--- config.mk ---
export PLATFORM = sky130hd
export DESIGN_NAME = ifetch_stage
export DESIGN_NICKNAME = d
export VERILOG_FILES = /design/src/rtl/riscv_pkg.sv /design/src/rtl/ifetch_pc.sv /design/src/rtl/ifetch_stage.sv
export SDC_FILE = /design/constraint.sdc
export NUM_CORES = 1
export LEC_CHECK = 0
export ABC_AREA = 1
export CAP_MARGIN = 20
export CORE_MARGIN = 10
export CORE_UTILIZATION = 50
export CTS_CLUSTER_SIZE = 25
export DETAILED_ROUTE_END_ITERATION = 7
export DONT_BUFFER_PORTS = 1
export GPL_TIMING_DRIVEN = 1
export SLEW_MARGIN = 20
export SYNTH_ARGS = -nofsm -noshare
export SYNTH_HDL_FRONTEND = slang
export SYNTH_HIERARCHICAL = 1
export SYNTH_SLANG_ARGS = --single-unit
--- constraint.sdc ---
create_clock -name clk -period 5.45 [get_ports clk]
set_clock_uncertainty 0.1 [all_clocks]
set_input_delay 1.09 -clock clk [delete_from_list [all_inputs] [get_ports clk]]
set_output_delay 1.09 -clock clk [all_outputs]
set_load 0.005 [all_outputs]
--- src/rtl/riscv_pkg.sv ---
// -----------------------------------------------------------------------------
// riscv_pkg
// Shared definitions for the RISC-V core front end: datapath width, the NOP
// encoding presented to decode when no instruction is valid, the default
// reset PC, the fetch-stage state encoding and small PC helper functions.
// -----------------------------------------------------------------------------
package riscv_pkg;

    localparam int unsigned XLEN = 32;

    // addi x0, x0, 0
    localparam logic [XLEN-1:0] NOP_INST         = 32'h0000_0013;
    localparam logic [XLEN-1:0] DEFAULT_RESET_PC = 32'h0000_0000;
    localparam logic [XLEN-1:0] PC_STEP          = 32'h0000_0004;

    // Fetch-stage states; explicit codes keep the encoding stable for
    // anything that probes the state register.
    typedef enum logic [2:0] {
        IF_IDLE = 3'd0,
        IF_REQ  = 3'd1,
        IF_WAIT = 3'd2,
        IF_HOLD = 3'd3,
        IF_DROP = 3'd4
    } ifetch_state_e;

    // Force a byte address onto a 4-byte word boundary.
    function automatic logic [XLEN-1:0] align_word(input logic [XLEN-1:0] addr);
        return {addr[XLEN-1:2], 2'b00};
    endfunction

    // True when an address is not word aligned.
    function automatic logic is_misaligned(input logic [XLEN-1:0] addr);
        return (addr[1:0] != 2'b00);
    endfunction

endpackage

--- src/rtl/ifetch_pc.sv ---
// -----------------------------------------------------------------------------
// ifetch_pc
// Program counter register with next-PC selection for the fetch stage.
//   clk, rst_n       : clock, asynchronous active-low reset
//   advance_i        : step the PC to the next sequential word (+4, wraps)
//   redirect_i       : load the redirect target (wins over advance_i)
//   redirect_pc_i    : redirect target; low two bits are cleared on load
//   pc_o             : current PC (registered)
//   misalign_o       : one-cycle flag, registered, set after a redirect whose
//                      target had non-zero low bits
// -----------------------------------------------------------------------------
module ifetch_pc
    import riscv_pkg::*;
#(
    parameter logic [XLEN-1:0] RESET_PC = DEFAULT_RESET_PC
) (
    input  logic            clk,
    input  logic            rst_n,
    input  logic            advance_i,
    input  logic            redirect_i,
    input  logic [XLEN-1:0] redirect_pc_i,
    output logic [XLEN-1:0] pc_o,
    output logic            misalign_o
);

    logic [XLEN-1:0] pc_d;
    logic [XLEN-1:0] pc_q;
    logic            misalign_d;
    logic            misalign_q;

    // Next-PC select: redirect beats sequential advance, otherwise hold.
    always_comb begin
        pc_d       = pc_q;
        misalign_d = 1'b0;
        if (redirect_i) begin
            pc_d       = align_word(redirect_pc_i);
            misalign_d = is_misaligned(redirect_pc_i);
        end else if (advance_i) begin
            pc_d = pc_q + PC_STEP;
        end else begin
            pc_d = pc_q;
        end
    end

    // PC and misalign flag registers.
    always_ff @(posedge clk or negedge rst_n) begin
        if (!rst_n) begin
            pc_q       <= RESET_PC;
            misalign_q <= 1'b0;
        end else begin
            pc_q       <= pc_d;
            misalign_q <= misalign_d;
        end
    end

    assign pc_o       = pc_q;
    assign misalign_o = misalign_q;

endmodule

--- src/rtl/ifetch_stage.sv ---
// -----------------------------------------------------------------------------
// ifetch_stage
// Instruction fetch: owns the PC, issues one word read at a time and holds the
// returned instruction (with its PC) until decode accepts it. Redirects cancel
// in-flight work; a response to a cancelled request is drained before the
// next request so that at most one request is ever outstanding.
//   clk, rst_n                  : clock, asynchronous active-low reset
//   imem_req, imem_addr         : read request pulse and word address (= PC)
//   imem_rvalid, imem_rdata     : read response
//   redirect_valid, redirect_pc : taken branch/jump target
//   inst_ready                  : decode accepts the held instruction
//   inst_valid, inst, inst_pc   : registered instruction to decode (NOP when
//                                 not valid)
//   misalign                    : pulse after a redirect to a non-word target
// -----------------------------------------------------------------------------
module ifetch_stage
    import riscv_pkg::*;
#(
    parameter logic [XLEN-1:0] RESET_PC = DEFAULT_RESET_PC
) (
    input  logic            clk,
    input  logic            rst_n,
    output logic            imem_req,
    output logic [XLEN-1:0] imem_addr,
    input  logic            imem_rvalid,
    input  logic [XLEN-1:0] imem_rdata,
    input  logic            redirect_valid,
    input  logic [XLEN-1:0] redirect_pc,
    input  logic            inst_ready,
    output logic            inst_valid,
    output logic [XLEN-1:0] inst,
    output logic [XLEN-1:0] inst_pc,
    output logic            misalign
);

    ifetch_state_e   state_q;
    ifetch_state_e   state_d;
    logic            inst_valid_q;
    logic            inst_valid_d;
    logic [XLEN-1:0] inst_q;
    logic [XLEN-1:0] inst_d;
    logic [XLEN-1:0] inst_pc_q;
    logic [XLEN-1:0] inst_pc_d;
    logic [XLEN-1:0] pc_s;
    logic            redirect_en_s;
    logic            advance_s;

    // A redirect seen before the first request has been issued is ignored.
    assign redirect_en_s = redirect_valid & (state_q != IF_IDLE);
    // Sequential advance only when decode consumes the held instruction.
    assign advance_s     = (state_q == IF_HOLD) & inst_ready & ~redirect_valid;

    ifetch_pc #(
        .RESET_PC (RESET_PC)
    ) u_pc (
        .clk           (clk),
        .rst_n         (rst_n),
        .advance_i     (advance_s),
        .redirect_i    (redirect_en_s),
        .redirect_pc_i (redirect_pc),
        .pc_o          (pc_s),
        .misalign_o    (misalign)
    );

    // Fetch FSM and next values of the decode-facing instruction registers.
    always_comb begin
        state_d      = state_q;
        inst_valid_d = inst_valid_q;
        inst_d       = inst_q;
        inst_pc_d    = inst_pc_q;
        case (state_q)
            IF_IDLE: begin
                state_d = IF_REQ;
            end
            IF_REQ: begin
                // The request has already left; a redirect must drain it.
                state_d = redirect_valid ? IF_DROP : IF_WAIT;
            end
            IF_WAIT: begin
                if (redirect_valid) begin
                    // Data arriving with the redirect is stale; if it is here
                    // already nothing is left to drain.
                    state_d = imem_rvalid ? IF_REQ : IF_DROP;
                end else if (imem_rvalid) begin
                    state_d      = IF_HOLD;
                    inst_valid_d = 1'b1;
                    inst_d       = imem_rdata;
                    inst_pc_d    = pc_s;
                end else begin
                    state_d = IF_WAIT;
                end
            end
            IF_HOLD: begin
                if (redirect_valid || inst_ready) begin
                    state_d      = IF_REQ;
                    inst_valid_d = 1'b0;
                    inst_d       = NOP_INST;
                end else begin
                    state_d = IF_HOLD;
                end
            end
            IF_DROP: begin
                state_d = imem_rvalid ? IF_REQ : IF_DROP;
            end
            default: begin
                state_d      = IF_IDLE;
                inst_valid_d = 1'b0;
                inst_d       = NOP_INST;
            end
        endcase
        if (redirect_en_s) begin
            inst_valid_d = 1'b0;
            inst_d       = NOP_INST;
        end else begin
            inst_valid_d = inst_valid_d;
        end
    end

    // State and instruction output registers.
    always_ff @(posedge clk or negedge rst_n) begin
        if (!rst_n) begin
            state_q      <= IF_IDLE;
            inst_valid_q <= 1'b0;
            inst_q       <= NOP_INST;
            inst_pc_q    <= RESET_PC;
        end else begin
            state_q      <= state_d;
            inst_valid_q <= inst_valid_d;
            inst_q       <= inst_d;
            inst_pc_q    <= inst_pc_d;
        end
    end

    assign imem_req   = (state_q == IF_REQ);
    assign imem_addr  = pc_s;
    assign inst_valid = inst_valid_q;
    assign inst       = inst_q;
    assign inst_pc    = inst_pc_q;

endmodule

# [Word-level counts from Yosys, hierarchy flattened]
# Index checks and enable logic that the tools add are counted.
[totals] ff_bits=101 input_bits=69 output_inout_bits=99 word_cells=46
[classes] add_sub_neg=1 n_eq_ne=8 muxes=19 bitwise=4 reduce_logical=8
[op_table] op="2-to-1 mux 32 bit" n=6
[op_table] op="one-hot mux 32 bit (3 select lines)" n=1
[op_table] op="adder 32 x 3 -> 32 bit (second input constant)" n=1
[op_table] op="one-hot mux 3 bit (5 select lines)" n=1
[op_table] op="2-to-1 mux 3 bit" n=3
[op_table] op="== test 3 x 2 -> 1 bit (second input constant)" n=2
[op_table] op="2-to-1 mux 1 bit" n=6
[op_table] op="inequality test 3 bit (second input constant)" n=2
[op_table] op="AND reduction 4 bit" n=1
[op_table] op="nonzero test 2 bit" n=2
[op_table] op="AND 1 bit" n=3
[op_table] op="== test 3 x 1 -> 1 bit (second input constant)" n=1
[op_table] op="== test 3 bit (second input constant)" n=1
[op_table] op="logical NOT 3 bit" n=1
[op_table] op="inequality test 3 x 2 -> 1 bit (second input constant)" n=1
[op_table] op="one-hot mux 1 bit (3 select lines)" n=1
[op_table] op="AND reduction 3 bit" n=1
[op_table] op="nonzero test 3 bit" n=1
[op_table] op="OR reduction 3 bit" n=1
[op_table] op="2-to-1 mux 2 bit" n=1
[op_table] op="inequality test 2 x 1 -> 1 bit (second input constant)" n=1
[op_table] op="logical OR 1 bit" n=1
[op_table] op="inverter 1 bit" n=1

# [Longest topological paths before layout]
# Gate-level depths: netlist of the first run.
[depth] depth_word=5 mapped_depth=12 depth_no_buf=9

# [By module]
# Netlist of the first run, hierarchy kept.
[by_module_without_submodules] mod="ifetch_stage" instances=1 cells_each=315 area_per_inst_um2=2747.6 seq_area_each_um2=1705.4
[by_module_without_submodules] mod="ifetch_pc" instances=1 cells_each=315 area_per_inst_um2=2162.1 seq_area_each_um2=775.7

# [Worst setup path after synthesis of the first run]
# No wires, ideal clock.
[synth_path] path_type="input -> register" from="input port redirect_valid" to="register u_pc.pc_q[4], in the netlist u_pc/pc_o[4]" setup_ns=0.087 arrival_time_ns=2.243 t_required_ns=5.263 slack_ns=3.021 stages=10 path_buffers=3 cell_sequence="nand2_1 buf_2 buf_2 inv_1 inv_1 nand2_2 inv_1 buf_2 nand2_1 o211ai_1"
[synth_via] elab_cells_between_ends=5 cone_classes="1 x mux; 3 x bitwise; 1 x reduce/logical"
[synth_rtl] element="start: declaration" line_no="ifetch_stage.sv:27" text="input logic redirect_valid,"
[synth_rtl] element="AND 1 bit *" line_no="ifetch_stage.sv:49" text="assign redirect_en_s = redirect_valid & (state_q != IF_IDLE);"
[synth_rtl] element="via redirect_en_s" line_no="ifetch_stage.sv:45" text="logic redirect_en_s;"
[synth_rtl] element="2-to-1 mux 32 bit or nonzero test 2 bit (tied branches)"
[synth_rtl] element="end signal: assignment" line_no="ifetch_pc.sv:51" text="pc_q <= pc_d;"
[synth_rtl] element="end: declaration" line_no="ifetch_pc.sv:27" text="logic [XLEN-1:0] pc_q;"
# Mark *: on every way through the listed nets, which the timed path passes. The rest lies on a longest branch.
# A chain may end at the register's enable or synchronous reset.

# [Worst setup path in the final report of the first run]
[layout_path] from="register state_q[2]" to="register u_pc.pc_q[4], in the netlist u_pc/pc_o[4]"
[layout_via] elab_cells_between_ends=7 cone_classes="1 x eq/ne; 1 x mux; 3 x bitwise; 2 x reduce/logical"
[layout_rtl] element="start: declaration" line_no="ifetch_stage.sv:36" text="ifetch_state_e state_q;"
[layout_rtl] element="start signal: assignment" line_no="ifetch_stage.sv:127" text="state_q <= state_d;"
[layout_rtl] element="nonzero test 3 bit *" line_no="ifetch_stage.sv:49"
[layout_rtl] element="AND 1 bit *" line_no="ifetch_stage.sv:49"
[layout_rtl] element="via redirect_en_s" line_no="ifetch_stage.sv:45"
[layout_rtl] element="2-to-1 mux 32 bit or nonzero test 2 bit (tied branches)"
# Marks and branches as above.

==> flow_summary.toml, run 1 <==
[clock_network]
cts.sinks = 99
clkTransAtPathRegs_ns = 0.09
cts_made_buffers = 9
cts_tree = "done"
post_cts_buffers = 0
htree_levels = 3
cts_buffer_depth = 2
clk_latency_ns = 0.38
cts-root-buf = "clkbuf_8"
post_cts_resized = 0
hold_buffers = 0

[grt]
grt_pass1_vias = 3959
grt.total_usage_pct = 18.9
antenna_found_initial = 0
met1_usage_pct = 22.8
gr-max-usage-layer = "met2"
met3_usage_pct = 7.27
grt_pass1_wl_um = 21900
met2_usage_pct = 30.4
grt_max_degree = 100
grt_remaining_overflow = 0

[floorplan]
fp.dieW_um = 119
die_h_um = 119
core_um2 = 9680
dieArea_um2 = 14200
initial_core_util_pct = 50.7
pin_count = 168
placementRows = 36

[sta]
final_hold_viol_count = 0
clock.fmax_mhz = 309
setup_ws_ns = 2.22
relSlewSlack_pct = 31.5
finalSetupViolations = 0
finalMaxSlewViolations = 0
worstMarginPinSlew_ns = 1.03
min_period_ns = 3.23
finalCritPeriodShare_pct = 59.3
finalSetupTns_ns = 0
rsz0062_at_grt = "false"

[yosys]
synthFlopType = "dfrtp_1"
synth-seq-area-share_pct = 50.5
yosysWarnings = 6
synthesis.area_um2 = 4910
async_flop_share_pct = 100
syn_area_per_cell_um2 = 7.79
synth_edf_count = 0
synth.distinct_cells = 31
yosysTopAreaCell = "dfrtp_1"
synthDominantCellAreaShare_pct = 48.9
synth_seq_cells = 99
synth_area_leaders = "dfrtp_1 49%, nand2_1 22%, nand3_1 7.5%"
synth_cells = 630

[critical_path]
worstPathRequired_ns = 5.64
start_kind = "register"
worstSetupPathType = "register to register"
end_kind = "register"
critPathMaxFanout = 38
crit_arrival_ns = 3.43

[detailed_routing]
antenna_left = 0
wirelength_um = 13600
firstDrtPassIters = 4
vias_per_cell = 5.33
vias = 4036
drt-wirelength-per-cell_um = 17.9
drt_iter0_markers = 352
drc_errors = 0

[power_and_ir_drop]
ir_drop_mv = 0.271
power.leakage_nw = 2.61
p_per_area_nw_per_um2 = 498

[final_layout]
num_antenna_cells = 0
fillers = 970
drive_above_1_share_pct = 8.01
seqCellArea_um2 = 2480
multiInputGateArea_um2 = 2170
area_growth_pct = 4.79
fin_nets = 689

[job]
maxCapViolCount = 0

[placed_design]
gp_congestion = 0.825
portBuffers = 0
hpwlAfterDp_um = 9680
place_ws_ns = 1.87

[outcome]
status = "finished clean"

[hold_path]
hold_class = "input port to asynchronous set/reset pin"
==> worst max-delay path, cell delays in order (launching register included) <==
cell,delay [ns]
dfrtp_1,0.48
nor2_1,0.20
nand2_1,0.07
nand2_1,0.06
buf_4,0.35
inv_1,0.56
inv_1,0.30
nand2_2,0.18
inv_1,0.57
nand2_1,0.10
o211ai_1,0.18
==> cell type report <==
cell class	count	share of cell area, %
repair buffers	3	0.438
flip-flops and latches	99	48.2
inverters	33	2.41
clock inverters	6	0.803
multi-input cells	473	42.2
clock buffers	10	2.68
well taps	133	3.23
==> final timing paths <==
path / start / slack (ns) / endpoint / cells after the start
setup reg to reg: state_q[2] / 2.22 / u_pc/pc_o[4] / 10
max in group asynchronous: rst_n / 4.76 / inst[4] / 0
hold / removal: rst_n / 0.31 / state_q[2] / 0
min in group clk: inst[0] / 0.41 / inst[0] / 2
hold reg to reg: inst[0] / 0.41 / inst[0] / 2
setup / recovery: state_q[2] / 2.22 / u_pc/pc_o[4] / 10
==> registers in the layout (all words and copies together), names as in the netlist <==
register / flops
inst_valid: 1
u_pc/misalign_o: 1
u_pc/pc_o: 30
state_q: 3
inst: 32
inst_pc: 32
==> report_power, final <==
part	total (mW)	switching [mW]	internal, mW	leakage, nW
sequential	1.40	0.402	1.00	1.29
clock	0.443	0.264	0.179	0.0960
combinational	0.716	0.460	0.256	1.22
total	2.56	1.13	1.44	2.61
==> per-stage QoR <==
step	instance area (µm²)	instances	hold WS [ns]	power, mW	util, %
after floorplan	4910	631	0.372	1.89	-
after global placement	4960	741	0.396	2.12	51.3
after detailed placement	4960	741	0.403	2.15	51.3
after CTS	5140	757	0.280	2.60	53.1
after global routing	5140	757	0.283	2.78	53.1
final	5140	757	0.306	2.56	53.1
==> placed cells by master, fill, tap and decap left out, types with 5 or more instances in the layout <==
cell type / synthesis / layout
clkbuf_8: 0 / 10
nand2_2: 6 / 7
o21bai_1: 5 / 5
inv_1: 30 / 30
xor2_1: 5 / 5
nand2_1: 283 / 282
nor2_1: 39 / 38
nor2_4: 9 / 9
o21ai_0: 7 / 7
a22oi_1: 20 / 20
nor2_2: 4 / 5
dfrtp_1: 96 / 96
nand3_1: 74 / 74
==> cells by family after synthesis <==
group,Yosys count,synth area share (%)
other,1,0.0764
adders and majority gates,1,0.255
buffers and inverters,59,5.40
and+or+nand+nor,426,37.4
xor gates and xnor gates,5,0.892
AOI/OAI and AO/OA,39,5.40
DFF,99,50.5
==> cell usage after synthesis, types with 2 or more instances <==
cell        n
nand3_1    74
o21ai_0     7
dfrtp_1    96
dfstp_2     3
nand3b_1    3
inv_2       3
clkbuf_1    5
a22oi_1    20
nand4_1     2
buf_2      11
nor2_2      4
nor2_4      9
o211ai_1    2
nand2_1   283
a21oi_1     2
inv_1      30
buf_4       8
xor2_1      5
o21ai_1     2
buf_1       2
nor2_1     39
nand2_4     2
nand2_2     6
o21bai_1    5
==> per-layer routing <==
| metal | part of all wire [%] | vias up |
|---|---|---|
| li1 | - | 1979 |
| met1 | 41 | 1911 |
| met2 | 47 | 134 |
| met3 | 10 | 12 |
| met4 | 1.3 | 0 |
| met5 | 0 | - |
No activity file was read; power rests on OpenSTA's default activity.
==> inputs of run 2 (changes only) <==
- clock period: 5.45 -> 3 ns (I/O delays scaled with it)
==> run 2 against run 1 <==
Net effect: sequential share of layout area down 0.73 points; via count down 0.22%; core utilization up 0.81 points; critical path type unchanged.
==> flow_summary.toml, run 2 (same netlist as run 1, synthesis figures left out) <==
[critical_path]
crit_slowest_cell = "inv_1"
ff2ff_path_depth = 9
max_stage_delay_ns = 0.57
cp_cell_sequence = "nor2_1 > nand2_1 > nand2_1 > inv_1 > inv_1 > nand2_2 > inv_1 > nand2_1 > o211ai_1"
r2r_slack_ns = 0.59
end_kind = "register"
critPathMaxFanout = 21
r2r-start = "state_q[2]"
start_kind = "register"
r2r-end = "u_pc/pc_o[4]"
critical_path_depth = 9
worstPathRequired_ns = 3.19
worstSetupPathType = "register to register"
crit_arrival_ns = 2.60
cp.buffers_inverters = 3
path_delay_family = "buffers and inverters"

[final_layout]
layout_common_cells = "283 x nand2_1, 96 x dfrtp_1, 74 x nand3_1, 38 x nor2_1, 30 x inv_1"
utilization_pct = 53.9
finalNonFillerCells = 761
fin_nets = 693
fillers = 933
area_growth_pct = 6.40
drive_above_1_share_pct = 8.44
num_antenna_cells = 0
final_common_cell = "nand2_1"

[sta]
rsz0062_at_grt = "false"
finalSetupTns_ns = 0
finalMaxSlewViolations = 0
min_period_ns = 2.41
clock.fmax_mhz = 414
worstMarginPinSlew_ns = 0.706
relSlewSlack_pct = 52.9
final_hold_viol_count = 0
finalCritPeriodShare_pct = 80.4
finalSetupViolations = 0

[clock_network]
cts_tree = "done"
cts.sinks = 99
hold_buffers = 1
cts_made_buffers = 9
htree_levels = 3
cts-root-buf = "clkbuf_8"
post_cts_resized = 0
cts_buffer_depth = 2
clk_latency_ns = 0.38
clkTransAtPathRegs_ns = 0.11
post_cts_buffers = 0

[detailed_routing]
drt_iter0_markers = 318
vias_per_cell = 5.29
drt-wirelength-per-cell_um = 18.0
drc_errors = 0
wirelength_um = 13700
firstDrtPassIters = 4
vias = 4027
antenna_left = 0

[floorplan]
initial_core_util_pct = 50.7
fp.dieW_um = 119
placementRows = 36
die_h_um = 119
dieArea_um2 = 14200
core_um2 = 9680
pin_count = 168

[placed_design]
portBuffers = 0
hpwlAfterDp_um = 9900
dp.cells = 744
gp_congestion = 0.848

[hold_path]
hold_class = "input port to asynchronous set/reset pin"

[power_and_ir_drop]
p_per_area_nw_per_um2 = 915
power.leakage_nw = 2.64
power_mw = 4.78
ir_drop_mv = 0.472

[job]
maxCapViolCount = 0

[grt]
grt_pass1_wl_um = 22000
grt.total_usage_pct = 19.1
grt_remaining_overflow = 0
antenna_found_initial = 0
grt_max_degree = 100
grt_pass1_vias = 3963

[outcome]
status = "finished clean"
run 2: cell types whose count changed in the layout (fill, tap and decap cells not counted), sizes merged:
cell      change
clkbuf        -1
bufinv        +1
clkinvlp      +1
clkinv        -4
buf           +4
inv           +3
run 2: cell type report:
class                           count  area [µm²]  area share [%]
Timing Repair Buffer                7        85.1            1.63
Sequential cell                    99        2480            47.5
Multi-Input combinational cell    473        2170            41.5
Clock buffer                        9         124            2.37
Clock inverter                      7        73.8            1.41
Inverter                           33         124            2.37
Tap cell                          133         166            3.19
run 2: how the worst max path moves through the flow:
| stage | from | slack [ns] | to |
|---|---|---|---|
| after floorplan | state_q[2] | 1.02 | u_pc/pc_o[4] |
| after global placement | state_q[2] | 0.70 | u_pc/pc_o[4] |
| after detailed placement | state_q[2] | 0.59 | u_pc/pc_o[4] |
| after CTS | state_q[2] | 0.58 | u_pc/pc_o[4] |
| after global routing | state_q[2] | 0.38 | u_pc/pc_o[4] |
| final | state_q[2] | 0.59 | u_pc/pc_o[4] |
run 2: report_power, final:
group | total, mW | internal [mW] | switching [mW]
logic | 1.35 | 0.487 | 0.861
registers | 2.55 | 1.82 | 0.732
clock network | 0.884 | 0.392 | 0.492
run 2: layer usage:
metal	up-vias	wire length, µm	track usage (%)
met5	-	0	0
met4	0	119	5.27
met3	11	1360	7.42
met2	134	6410	30.7
met1	1903	5810	23.3
li1	1979	-	-
run 2: per-stage QoR:
step	cell area (µm²)	setup WS [ns]	hold WS, ns
floorplan	4910	1.02	0.204
global placement	5000	0.697	0.208
detailed placement	5000	0.587	0.208
CTS	5220	0.583	0.0655
global route	5220	0.381	0.0758
finish	5220	0.587	0.0604
